## src/rtl/log_event_arbiter.sv

```systemverilog
// log_event_arbiter: multi-source front end for the BRAM event logger.
// Buffers one event per requester, issues them round-robin to the logger's
// single trigger/data port tagged with the source index, sequences logger
// clears and discards events while the logger is hard-full.
// Optional feature macro: LOG_ARB_DROP_CNT_EN enables the per-source
// saturating drop counters; without it DropCnt_DO is tied to zero.
module log_event_arbiter #(
  parameter int NUM_SRC       = 4,
  parameter int SRC_DATA_BITW = 24,
  parameter int DROP_CNT_BITW = 16
) (
  input  logic                              Clk_CI,
  input  logic                              Rst_RBI,
  input  logic [NUM_SRC-1:0]                SrcValid_SI,
  input  logic [NUM_SRC*SRC_DATA_BITW-1:0]  SrcData_DI,
  output logic [NUM_SRC-1:0]                SrcReady_SO,
  input  logic                              CmdEn_SI,
  input  logic                              CmdClear_SI,
  output logic                              Busy_SO,
  input  logic                              LogReady_SI,
  input  logic                              LogFull_SI,
  output logic                              LogEn_SO,
  output logic                              LogTrigger_SO,
  output logic [31:0]                       LogData_DO,
  output logic                              Clear_SO,
  output logic [NUM_SRC*DROP_CNT_BITW-1:0]  DropCnt_DO
);

  localparam int IDX_W = (NUM_SRC > 1) ? $clog2(NUM_SRC) : 1;

  typedef enum logic [1:0] {
    IDLE       = 2'd0,
    RUN        = 2'd1,
    CLEAR_REQ  = 2'd2,
    CLEAR_WAIT = 2'd3
  } state_t;

  state_t                   state_reg, state_next;
  logic [NUM_SRC-1:0]       pending_reg;
  logic [SRC_DATA_BITW-1:0] hold_data_reg [NUM_SRC];
  logic [IDX_W-1:0]         last_grant_reg;

  logic [IDX_W-1:0]         grant_idx;
  logic                     grant_found;
  int                       cand_idx;
  logic [IDX_W-1:0]         cand_sel;
  logic                     issue;
  logic                     discard;
  logic [NUM_SRC-1:0]       capture;
  logic [NUM_SRC-1:0]       retire;
  logic [31:0]              log_data;

  // A source is ready whenever its single holding slot is empty.
  assign SrcReady_SO = ~pending_reg;
  assign capture     = SrcValid_SI & ~pending_reg;

  // Round-robin search starting just after the last source served.
  always_comb begin
    grant_found = 1'b0;
    grant_idx   = '0;
    cand_idx    = 0;
    cand_sel    = '0;
    for (int k = 0; k < NUM_SRC; k++) begin
      cand_idx = (int'(last_grant_reg) + 1 + k) % NUM_SRC;
      cand_sel = cand_idx[IDX_W-1:0];
      if (!grant_found && pending_reg[cand_sel]) begin
        grant_found = 1'b1;
        grant_idx   = cand_sel;
      end
    end
  end

  // Issue and discard are only possible while running; the entry leaves
  // either way, the difference is whether the logger sees it.
  assign issue   = (state_reg == RUN) && LogReady_SI && grant_found;
  assign discard = (state_reg == RUN) && !LogReady_SI && LogFull_SI && grant_found;

  // One-hot mask of the entry leaving its slot this cycle.
  always_comb begin
    retire = '0;
    if (issue || discard) begin
      retire[grant_idx] = 1'b1;
    end
  end

  // Logger word: source tag in the top byte, payload at the bottom, zero
  // whenever nothing is being triggered.
  always_comb begin
    log_data = '0;
    if (issue) begin
      log_data[31:24]              = 8'(grant_idx);
      log_data[SRC_DATA_BITW-1:0]  = hold_data_reg[grant_idx];
    end
  end

  assign LogTrigger_SO = issue;
  assign LogData_DO    = log_data;

  // Pending bits: capture and retire never hit the same slot in one cycle
  // because capture needs an empty slot and retire a full one.
  always_ff @(posedge Clk_CI) begin
    if (!Rst_RBI) begin
      pending_reg <= '0;
    end else begin
      pending_reg <= (pending_reg | capture) & ~retire;
    end
  end

  // Payload holding registers; contents only matter while pending.
  always_ff @(posedge Clk_CI) begin
    for (int i = 0; i < NUM_SRC; i++) begin
      if (capture[i]) begin
        hold_data_reg[i] <= SrcData_DI[i*SRC_DATA_BITW +: SRC_DATA_BITW];
      end
    end
  end

  // Round-robin pointer moves only when an entry actually leaves.
  always_ff @(posedge Clk_CI) begin
    if (!Rst_RBI) begin
      last_grant_reg <= IDX_W'(NUM_SRC - 1);
    end else if (issue || discard) begin
      last_grant_reg <= grant_idx;
    end
  end

  // Control state register.
  always_ff @(posedge Clk_CI) begin
    if (!Rst_RBI) begin
      state_reg <= IDLE;
    end else begin
      state_reg <= state_next;
    end
  end

  // Next-state and state-decoded outputs; clear wins over enable changes.
  always_comb begin
    state_next = state_reg;
    LogEn_SO   = 1'b0;
    Clear_SO   = 1'b0;
    Busy_SO    = 1'b0;
    case (state_reg)
      IDLE: begin
        if (CmdClear_SI) begin
          state_next = CLEAR_REQ;
        end else if (CmdEn_SI) begin
          state_next = RUN;
        end
      end
      RUN: begin
        LogEn_SO = 1'b1;
        if (CmdClear_SI) begin
          state_next = CLEAR_REQ;
        end else if (!CmdEn_SI) begin
          state_next = IDLE;
        end
      end
      CLEAR_REQ: begin
        Clear_SO   = 1'b1;
        Busy_SO    = 1'b1;
        state_next = CLEAR_WAIT;
      end
      CLEAR_WAIT: begin
        Busy_SO = 1'b1;
        if (LogReady_SI) begin
          state_next = CmdEn_SI ? RUN : IDLE;
        end
      end
      default: begin
        state_next = IDLE;
      end
    endcase
  end

`ifdef LOG_ARB_DROP_CNT_EN
  genvar gi;
  for (gi = 0; gi < NUM_SRC; gi++) begin : g_drop
    logic [DROP_CNT_BITW-1:0] drop_cnt_reg;

    // Saturating count of events thrown away while the logger was full;
    // wiped together with the logger.
    always_ff @(posedge Clk_CI) begin
      if (!Rst_RBI) begin
        drop_cnt_reg <= '0;
      end else if (state_reg == CLEAR_REQ) begin
        drop_cnt_reg <= '0;
      end else if (discard && retire[gi] && (drop_cnt_reg != '1)) begin
        drop_cnt_reg <= drop_cnt_reg + DROP_CNT_BITW'(1);
      end
    end

    assign DropCnt_DO[gi*DROP_CNT_BITW +: DROP_CNT_BITW] = drop_cnt_reg;
  end
`else
  assign DropCnt_DO = '0;
`endif

endmodule
```

## config.mk

```make
export PLATFORM = sky130hd
export DESIGN_NAME = log_event_arbiter
export DESIGN_NICKNAME = d
export VERILOG_FILES = /design/src/rtl/log_event_arbiter.sv
export SDC_FILE = /design/constraint.sdc
export NUM_CORES = 1
export LEC_CHECK = 0
export CAP_MARGIN = 25
export CORE_MARGIN = 4
export CORE_UTILIZATION = 45
export DETAILED_ROUTE_END_ITERATION = 10
export GPL_TIMING_DRIVEN = 0
export PLACE_DENSITY = 0.87
export SYNTH_ARGS = -nofsm -noshare
export SYNTH_HDL_FRONTEND = slang
export SYNTH_SLANG_ARGS = --single-unit
```

## constraint.sdc

```tcl
create_clock -name Clk_CI -period 3.27 [get_ports Clk_CI]
set_input_delay 0.654 -clock Clk_CI [delete_from_list [all_inputs] [get_ports Clk_CI]]
set_output_delay 0.654 -clock Clk_CI [all_outputs]
set_load 0.05 [all_outputs]
```

==> results.sh <==
export IMPL_status="finished, final reports clean"
export IMPL_end_kind="primary output"
export IMPL_area_growth_pct=44.5
export IMPL_syn_area_mm2=0.00464
export IMPL_final_area_mm2=0.00671
export IMPL_grt_overflow_total=0
export IMPL_dr_total_vias=3049
export IMPL_numCtsBuffers=9
export IMPL_die_w_um=110
export IMPL_post_route_period_util=0.956
export IMPL_intPower_mw=2.31
export IMPL_drc=0
export IMPL_grt_max_degree=25
export IMPL_dp_cells=648
export IMPL_synth_edf_count=96
export IMPL_rsz0062_at_grt="no"
export IMPL_cts_root_buffer_cell="clkbuf_8"
export IMPL_hold_buffers=0
export IMPL_synth_top_family_by_area="buffers and inverters"
export IMPL_finClkSkew_ns=0.00847
export IMPL_critPathSlowestCell="dfxtp_1"
export IMPL_synth_compound_area_frac=0.0647
export IMPL_wl_um=11900
export IMPL_fin_crit_ns=3.13
export IMPL_cts_tree="yes"
export IMPL_clock_latency_ns=0.36
export IMPL_track_usage=0.196
export IMPL_hold_violations=0
export IMPL_fill_cells=715
export IMPL_dr_pass1_iters=4
export IMPL_cpPeakStageDelay_ns=0.37
export IMPL_async_reset_ff_frac=0
export IMPL_min_path_type="reg2reg"
export IMPL_final_cells=664
export IMPL_die_area_mm2=0.0120
export IMPL_diodes=0
export IMPL_synth_adder_area_share=0
export IMPL_swShare=0.286
export IMPL_cts_sinks=104
export IMPL_gp_congestion=0.793
export IMPL_clock_path_buffers=2
export IMPL_crit_start="pending_reg[1]"
export IMPL_max_freq_ghz=0.320
export IMPL_grt_pass1_wl_um=17200
export IMPL_slew_headroom=0.519
export IMPL_synth_most_common_cell="edfxtp_1"
export IMPL_place_port_buffers=139
export IMPL_worstPathCellList="inv_1 > o22ai_1 > a211oi_2 > buf_6 > buf_8 > mux2i_1 > o22ai_1 > clkdlybuf4s18_2"
export IMPL_drv_cap=0
export IMPL_ys_ff_latch=104
export IMPL_vias_per_cell=4.59
export IMPL_arrival_ns=2.47
export IMPL_synth_mux_area_frac=0.103
export IMPL_fin_setup_tns_ns=0
export IMPL_post_dp_cell_area_mm2=0.00656
export IMPL_synth_simple_area_share=0.0269
export IMPL_rows=36
export IMPL_yosysUniqueCellTypes=34
export IMPL_ys_warnings_count=0
export IMPL_hold_path_startpoint="last_grant_reg[0]"
export IMPL_ys_flop_type="edfxtp_1"
export IMPL_powerDensity_mw_per_mm2=482
export IMPL_p_switching_mw=0.925
export IMPL_final_layout_size_suffix_gt1_frac=0.254
export IMPL_start_util=0.469
export IMPL_nNetsFinal=632
export IMPL_grt_pass1_vias=3227
export IMPL_cp_max_fo=10
export IMPL_synth_top_cell_area_share=0.621
export IMPL_yosys_top_cells_area="edfxtp_1 62%, buf_4 11%, mux2i_1 10%"
export IMPL_r2r_start="pending_reg[1]"
export IMPL_crit_top_cell="o22ai_1"
export IMPL_place_hpwl_um=8850
export IMPL_drtIter0Drc=145
export IMPL_drv_slew=0
export IMPL_ir_worst_vdd_mv=0.289
export IMPL_synth_cells=304
export IMPL_tightest_slew_ns=0.721
export IMPL_antenna_found_initial=0
export IMPL_setup_violations=0
export IMPL_final_util=0.677
export IMPL_synthTopCellsByCount="96 x edfxtp_1, 71 x buf_4, 48 x mux2i_1"
export IMPL_ant_nets=0
export IMPL_htree_levels=3
export IMPL_seqPwrFrac=0.487
export IMPL_post_cts_buffers=0
export IMPL_synth_top_cell_by_area="edfxtp_1"
export IMPL_wl_per_cell_um=17.9
export IMPL_crit_required_ns=2.62
export IMPL_clk_pin_slew_ns=0.10
export IMPL_io_pins=210
export IMPL_syn_area_per_cell_um2=15.3
export IMPL_critPathKind="reg2out"
export IMPL_synth_xor_area_frac=0
export IMPL_p_comb_frac=0.245
export IMPL_core_area_mm2=0.00991
export IMPL_p_leak_nw=2.85
export IMPL_die_y_um=110
export IMPL_clkPwrFrac=0.268
export IMPL_ys_seq_area_frac=0.655
export IMPL_largest_register_ff_count=96
export IMPL_critPathLaunchType="register"
==> what timing repair did <==
item,4_1_cts,5_1_grt
gates resized for setup,59,30
pin swaps,0,0
setup endpoints to repair,25,21
==> power by group through the flow <==
stage	registers, mW	logic, mW	clock network, mW
2_1_floorplan	1.60	0.548	0
3_3_place_gp	1.60	0.767	0
3_5_place_dp	1.61	0.796	0
4_1_cts	1.58	0.794	0.877
5_1_grt	1.58	0.836	0.933
6_report	1.58	0.793	0.867
==> cells by family after synthesis <==
group | Yosys count
flip-flops | 104
buffers and inverters | 86
multiplexers | 48
AO/OA/AOI/OAI | 44
AND/OR/NAND/NOR | 21
other | 1
==> stage by stage <==
stage                     worst slack, ns  power (mW)  hold slack, ns
after floorplan                    0.0335        2.14           0.505
after global placement             -0.409        2.37           0.529
after detailed placement           -0.442        2.40           0.536
after CTS                         0.00169        3.25           0.551
after global routing               0.0163        3.35           0.582
final                               0.143        3.24           0.553
==> cell type report <==
class	count	area [um2]	share of cell area
tap	133	166	0.0248
sequential	104	3040	0.453
clock buffer	11	131	0.0196
timing repair buffer	142	1400	0.208
clock inverter	5	80.1	0.0119
multi-input combinational	183	1200	0.179
inverter	5	18.8	0.00280
buffer	81	673	0.100
==> worst max-delay path: cells and delay by family (launching register included) <==
| family | cells | cell delay, ns |
|---|---|---|
| AOI/OAI and AO/OA | 3 | 0.52 |
| buffers and inverters | 4 | 0.94 |
| DFF | 1 | 0.37 |
| muxes | 1 | 0.28 |
==> layout by cell type, fill, tap and decap left out, drive strengths merged <==
cell	count
clkinvlp	1
bufinv	2
o21a	1
nand3	2
o41a	1
clkdlybuf4s50	113
dlygate4sd2	1
dlymetal6s2s	1
a21oi	2
clkdlybuf4s18	1
clkdlybuf4s15	8
o211a	1
a31oi	2
buf	87
edfxtp	96
nor2	1
a21boi	1
a211oi	2
dfxtp	8
nand2	5
o221a	2
o21ai	4
or2b	2
and2	2
nand2b	2
a21o	1
mux2i	48
nor2b	5
conb	70
o22ai	26
and2b	2
inv	6
a2bb2oi	1
clkinv	1
clkbuf	23
==> per-layer routing <==
metal,up-vias,global-route usage,share of wire
li1,1438,-,-
met1,1406,0.233,0.38
met2,194,0.344,0.50
met3,11,0.0575,0.11
met4,0,0.0614,0.012
met5,-,0,0
==> worst paths after layout <==
kind                                     endpoint  slack [ns]  depth (start not counted)
worst max register to register     pending_reg[3]        1.60                          6
worst min register to register  last_grant_reg[0]        0.55                          2
worst max-delay path               LogData_DO[22]        0.14                          8
worst min-delay path            last_grant_reg[0]        0.55                          2
Power figures use the tool's default switching activity.
